[src/rtl/mem_ctrl_pkg.sv]
// Shared types and default sizing for the CPU-side RAM access controller.
package mem_ctrl_pkg;

  localparam int DEF_DATA_W    = 32;
  localparam int DEF_MEM_DEPTH = 512;
  localparam int ADDR_BITS     = $clog2(DEF_MEM_DEPTH);
  localparam int CNT_W         = 4;

  typedef enum logic [1:0] {
    IDLE,
    SETUP,
    STROBE,
    HOLD
  } state_t;

endpackage

[src/rtl/mem_wait_counter.sv]
// Loadable down-counter whose zero flag ends the strobe phase of an access.
module mem_wait_counter
  import mem_ctrl_pkg::*;
(
  input  logic             clk,
  input  logic             clr,
  input  logic             load,
  input  logic             dec,
  input  logic [CNT_W-1:0] load_val,
  output logic             zero
);

  logic [CNT_W-1:0] count_reg;

  always_ff @(posedge clk or negedge clr) begin
    if (!clr) begin
      count_reg <= '0;
    end else if (load) begin
      count_reg <= load_val;
    end else if (dec && (count_reg != '0)) begin
      count_reg <= count_reg - 1'b1;
    end
  end

  assign zero = (count_reg == '0);

endmodule

[src/rtl/mem_access_ctrl.sv]
// Load/store sequencer for a combinational word RAM: SETUP, STROBE, HOLD phases.
// Optional macro MEMCTRL_ADDR_CHECK_EN adds addr_err and suppresses out-of-range strobes.
module mem_access_ctrl
  import mem_ctrl_pkg::*;
#(
  parameter int DATA_W      = DEF_DATA_W,
  parameter int MEM_DEPTH   = DEF_MEM_DEPTH,
  parameter int WAIT_CYCLES = 1
) (
  input  logic              clk,
  input  logic              clr,
  input  logic              req_valid,
  input  logic              req_write,
  input  logic [DATA_W-1:0] req_addr,
  input  logic [DATA_W-1:0] req_wdata,
  output logic              req_ready,
  output logic              done,
  output logic [DATA_W-1:0] rdata,
  output logic [DATA_W-1:0] mem_address,
  output logic [DATA_W-1:0] mem_data_in,
  output logic              mem_read,
  output logic              mem_write,
`ifdef MEMCTRL_ADDR_CHECK_EN
  output logic              addr_err,
`endif
  input  logic [DATA_W-1:0] mem_data_out
);

  localparam int AW = $clog2(MEM_DEPTH);

  if ((WAIT_CYCLES < 1) || (WAIT_CYCLES > 15)) begin : g_bad_wait
    $error("mem_access_ctrl: WAIT_CYCLES must be in 1..15");
  end

  state_t            state_reg, state_next;
  logic              write_reg;
  logic              addr_ok_reg;
  logic [DATA_W-1:0] mem_address_reg;
  logic [DATA_W-1:0] mem_data_in_reg;
  logic [DATA_W-1:0] rdata_reg;
  logic              mem_read_reg, mem_read_next;
  logic              mem_write_reg, mem_write_next;
  logic              done_reg, done_next;
  logic              cnt_load, cnt_dec, cnt_zero;
  logic              accept;
  logic              addr_in_range;
  logic [DATA_W-1:0] addr_trunc;

  // Only the RAM-index bits reach the RAM; upper address bits read as zero.
  always_comb begin
    addr_trunc         = '0;
    addr_trunc[AW-1:0] = req_addr[AW-1:0];
  end

`ifdef MEMCTRL_ADDR_CHECK_EN
  assign addr_in_range = (req_addr < DATA_W'(MEM_DEPTH));
`else
  assign addr_in_range = 1'b1;
`endif

  assign accept = (state_reg == IDLE) && req_valid;

  mem_wait_counter u_wait_counter (
    .clk      (clk),
    .clr      (clr),
    .load     (cnt_load),
    .dec      (cnt_dec),
    .load_val (CNT_W'(WAIT_CYCLES - 1)),
    .zero     (cnt_zero)
  );

  always_comb begin
    state_next = state_reg;
    cnt_load   = 1'b0;
    cnt_dec    = 1'b0;
    case (state_reg)
      IDLE:   if (req_valid) state_next = SETUP;
      SETUP: begin
        cnt_load   = 1'b1;
        state_next = STROBE;
      end
      STROBE: begin
        cnt_dec = 1'b1;
        if (cnt_zero) state_next = HOLD;
      end
      HOLD:   state_next = IDLE;
      default: state_next = IDLE;
    endcase
    // Strobes and done come straight from flops so the RAM never sees decode glitches.
    mem_read_next  = (state_next == STROBE) && addr_ok_reg && !write_reg;
    mem_write_next = (state_next == STROBE) && addr_ok_reg && write_reg;
    done_next      = (state_next == HOLD);
  end

  always_ff @(posedge clk or negedge clr) begin
    if (!clr) begin
      state_reg       <= IDLE;
      write_reg       <= 1'b0;
      addr_ok_reg     <= 1'b0;
      mem_address_reg <= '0;
      mem_data_in_reg <= '0;
      rdata_reg       <= '0;
      mem_read_reg    <= 1'b0;
      mem_write_reg   <= 1'b0;
      done_reg        <= 1'b0;
    end else begin
      state_reg     <= state_next;
      mem_read_reg  <= mem_read_next;
      mem_write_reg <= mem_write_next;
      done_reg      <= done_next;
      if (accept) begin
        write_reg       <= req_write;
        addr_ok_reg     <= addr_in_range;
        mem_address_reg <= addr_trunc;
        mem_data_in_reg <= req_write ? req_wdata : '0;
      end else if (state_reg == HOLD) begin
        mem_data_in_reg <= '0;
      end
      if ((state_reg == STROBE) && cnt_zero && !write_reg && addr_ok_reg) begin
        rdata_reg <= mem_data_out;
      end
    end
  end

`ifdef MEMCTRL_ADDR_CHECK_EN
  logic addr_err_reg;

  always_ff @(posedge clk or negedge clr) begin
    if (!clr) begin
      addr_err_reg <= 1'b0;
    end else begin
      addr_err_reg <= (state_next == HOLD) && !addr_ok_reg;
    end
  end

  assign addr_err = addr_err_reg;
`endif

  assign req_ready   = clr && (state_reg == IDLE);
  assign done        = done_reg;
  assign rdata       = rdata_reg;
  assign mem_address = mem_address_reg;
  assign mem_data_in = mem_data_in_reg;
  assign mem_read    = mem_read_reg;
  assign mem_write   = mem_write_reg;

endmodule

[config.mk]
export PLATFORM = sky130hd
export DESIGN_NAME = mem_access_ctrl
export DESIGN_NICKNAME = d
export VERILOG_FILES = /design/src/rtl/mem_ctrl_pkg.sv /design/src/rtl/mem_wait_counter.sv /design/src/rtl/mem_access_ctrl.sv
export SDC_FILE = /design/constraint.sdc
export NUM_CORES = 1
export LEC_CHECK = 0
export CAP_MARGIN = 20
export CORE_ASPECT_RATIO = 1.1
export CORE_MARGIN = 2
export CORE_UTILIZATION = 41
export DETAILED_ROUTE_END_ITERATION = 6
export GPL_TIMING_DRIVEN = 1
export PLACE_DENSITY_LB_ADDON = 0.1
export SKIP_CTS_REPAIR_TIMING = 1
export SLEW_MARGIN = 20
export SYNTH_ARGS = -nofsm -noshare
export SYNTH_HDL_FRONTEND = slang
export SYNTH_SLANG_ARGS = --single-unit
[constraint.sdc]
create_clock -name clk -period 5 [get_ports clk]
set_input_delay 0.75 -clock clk [delete_from_list [all_inputs] [get_ports clk]]
set_output_delay 0.75 -clock clk [all_outputs]
set_load 0.03 [all_outputs]
* Yosys cells after proc, flatten, opt, wreduce, memory -nomap -nowiden *
Cells that the tools add are included.
W data, S select, Z words.

storage, ports and cells
  input bits = 100
  output and inout port bits = 100
  register bits after elaboration = 84

operators by class
  multiplexer cells = 10
  $add $sub $neg = 1
  reductions and logical operators = 15
  equal/unequal tests = 5

operator list
  operator               number
  $mux W32               3
  $logic_and A1 B1 Y1    9
  $eq A2 B2 Y1 const B   4
  $mux W4                2
  $pmux W2 S4            1
  $logic_not A4 Y1       1
  $mux W2                2
  $reduce_bool A2 Y1     2
  $reduce_bool A4 Y1     1
  $sub A4 B1 Y4 const B  1
  $eq A2 B1 Y1 const B   1
  $logic_not A2 Y1       1
  $mux W1                2
  $logic_not A1 Y1       1

* Longest topological paths before layout *
  depth after elaboration = 6
  depth in mapped cells = 7
  mapped depth without buffers = 5

* Hierarchy *
From an unflattened synthesis, not the netlist that was laid out.

unflattened totals
  cell total of the unflattened synthesis = 238
  area total of the unflattened synthesis = 3583.4 µm²

modules (own cells, without submodules)
  module            instances  cells each  seq. area each (µm²)  area each (µm²)
  mem_access_ctrl   1          211         2001.9                3313.2
  mem_wait_counter  1          27          100.1                 270.3

* Worst setup path after synthesis *
Ideal clock, no wire load.

  path type = reg-to-reg
  start point = register u_wait_counter.count_reg[0]
  end point = register rdata_reg[10] (netlist: rdata[10])
  cell stages (with the launch flop) = 8
  arrival time = 1.861 ns
  library setup time = 0.125 ns
  period minus slack after synthesis = 1.986 ns
  path slack = 3.014 ns
  cell sequence = dfrtp_1 > inv_1 > ha_1 > or3b_1 > buf_2 > nor3_4 > buf_6 > mux2_2

on the way
  longest elaborated chain between the ends = 4

RTL lines
  element                           RTL line                text
  start, declared                   mem_wait_counter.sv:13  logic [CNT_W-1:0] count_reg;
  start signal, assigned            mem_wait_counter.sv:19  count_reg <= load_val;
  start signal, assigned            mem_wait_counter.sv:21  count_reg <= count_reg - 1'b1;
  $logic_not A4 Y1                  mem_wait_counter.sv:25  assign zero = (count_reg == '0);
  $logic_and A1 B1 Y1 (3 in a row)  mem_access_ctrl.sv:119  if ((state_reg == STROBE) && cnt_zero && !write_reg && addr_ok_reg) begin
  end signal, assigned              mem_access_ctrl.sv:120  rdata_reg <= mem_data_out;
  end, declared                     mem_access_ctrl.sv:40   logic [DATA_W-1:0] rdata_reg;

No other way between the ends.
A chain may end at the register's enable or synchronous reset.

* Final worst setup path *
  start point = register state_reg[0]
  end point = output req_ready

on the way
  longest elaborated chain between the ends = 2

RTL lines
  element                 RTL line                text
  start, declared         mem_access_ctrl.sv:35   state_t state_reg, state_next;
  start signal, assigned  mem_access_ctrl.sv:107  state_reg <= state_next;
  $logic_not A2 Y1        mem_access_ctrl.sv:139  assign req_ready = clr && (state_reg == IDLE);
  $logic_and A1 B1 Y1     mem_access_ctrl.sv:139
  end, declared           mem_access_ctrl.sv:16   output logic req_ready,

No other way between the ends.

==> metrics.txt <==
CTS tree yes; Starting Density 0.426; DRT iter0 DRCs 103; top_reg_cell synth dfrtp_1; Reg2Reg Setup Slack 2.77 ns; worst-path fanout max 5; I/O Buffers 153; Hold Crit Class in -> async; Row Count 34; WP data arrival 1.99 ns; GP Congestion 0.738; Crit-path slowest cell clkdlybuf4s50_1; total CTS buffers 9; layout cells sized above 1 0.164; Total Routing Usage GR 0.168; clk_skew 0.0124 ns; Post-Route WL 7.40 mm; largest net degree at the start of global routing 65; Die Wd 90.7 um; worst-path cell chain inv_1, ha_1, and2_1, clkdlybuf4s50_1; reg2reg start u_wait_counter.count_reg[0]; CP peak stage delay 0.70 ns; HPWL after DPL 5.30 mm; post-synth top area cell dfrtp_1; Fmax 366 MHz; CTS sink cnt 84; DRC 0; asr flop ratio synth 1.00; via count 2385; Die ar. 9020 um^2; Startpoint Class flip-flop; initial antenna violation count 0; Synth top cells by count dfrtp_1, mux2_2, a22o_1, buf_4, clkbuf_1; Synth cell types 28; routed length per placed instance 14.7 um; synth warn 0; Seq/Total Area, Yosys 0.620; Routed Antenna Nets 0; Worst-Margin Slew 0.780 ns; status completed; mean post-synth cell area 14.3 um^2; ANT cells 0; Netlist Area Pre-Place 3390 um^2; IO Pins 200; DRT Pass-1 Iters 4; via/cell ratio 4.72; area delta synth->final 52.5%; Final Hold Viols 0; setup TNS 0 ns; PwrDens 683 nW/um^2; post-synthesis cell count 238; Setup crit end kind output pin; Bufs and invs on worst path 2; Synth area leaders dfrtp_1, mux2_2, a22o_1; clk_lat worst skew 0.35 ns; RSZ-0062 raised after global routing false; Seq cells post-synth 84; Pwr Total 0.00353 W; crit path launch state_reg[0]; CTS root buf clkbuf_8; most common cell in the netlist dfrtp_1; CP top delay family buffers and inverters; Tcrit/Tclk final 0.547; maximum vdd drop 297 uV; core area 7960 um^2; Clock transition at path regs 0.09 ns; P_leak 2.26 nW; Fillers 661; Rel. slew slack 0.480; gr ovfl total 0; CP Data Required Time 4.25 ns; Final min period 2.74 ns; maxcap violations 0; DIE HEIGHT 99.4 um; Finish-stage setup viols 0; first-pass GRT wire length 12.0 mm; vias in the first global route 2467; pins over their slew limit 0; worst setup path class reg -> out; Clock Path Buffers 2; Synth top area share 0.620; post-layout net count 499; H-tree depth 3; Post-synth EDFFs 0
-- layout make-up --
class	count	area, um^2	area share
tap	108	135	0.0261
clock buffer	9	124	0.0240
clock inverter	7	123	0.0237
multi-input combinational	136	1120	0.216
timing repair buffer	156	1550	0.300
inverter	5	18.8	0.00363
sequential	84	2100	0.406
-- stage by stage --
step                utilization  std cells  instance area (um^2)  hold slack, ns  setup slack [ns]
finish                    0.650        505                  5170           0.270              2.26
global route              0.650        505                  5170           0.272              2.14
CTS                       0.650        505                  5170           0.260              2.24
detailed placement        0.619        489                  4920           0.487              2.34
global placement          0.619        489                  4920           0.486              2.34
floorplan                     -        260                  3470           0.454              3.01
-- per-layer routing --
layer,GRT usage,vias up,part of all wire
li1,-,1099,-
met2,0.235,120,0.42
met1,0.230,1154,0.44
met3,0.0682,12,0.12
met5,0,-,0
met4,0.0746,0,0.017
-- kinds of logic (layout without fill, tap and decap cells) --
group                      count (synthesis)  after routing  share of synthesized area
AOI/OAI and AO/OA                         41             41                      0.102
other                                      1             23                    0.00111
muxes                                     41             41                      0.136
buffers and inverters                     40            177                     0.0767
DFF                                       84             84                      0.620
and+or+nand+nor                           24             24                     0.0387
adders and majority gates                  7              7                     0.0258
-- path summary, 6_finish.rpt --
kind | depth (start not counted) | endpoint
worst min-delay path | 1 | rdata[30]
worst min register to register | 1 | mem_data_in[12]
max in group asynchronous | 2 | addr_ok_reg
min in group clk | 1 | mem_data_in[12]
worst max register to register | 6 | rdata[31]
worst max-delay path | 4 | req_ready
-- report_power, final --
part / internal (W) / switching [W] / total (W)
combinational: 0.000834 / 0.000994 / 0.00183
sequential: 0.000970 / 0.000145 / 0.00112
clock: 0.000335 / 0.000253 / 0.000588
total: 0.00214 / 0.00139 / 0.00353
-- cell usage in the layout (no fill, tap or decap), types with 2 or more instances in the layout --
cell type          n
nand3_1            2
mux2_2            41
dfrtp_1           84
clkinvlp_4         2
nor2_1             6
a22o_1            32
nor3_1             2
bufinv_16          3
inv_1              5
conb_1            23
inv_6              2
clkdlybuf4s50_1  152
nand2_1            5
and2_1             3
clkbuf_8           9
ha_1               7
nand2b_1           2
buf_4              4
Power figures use the tool's default switching activity.
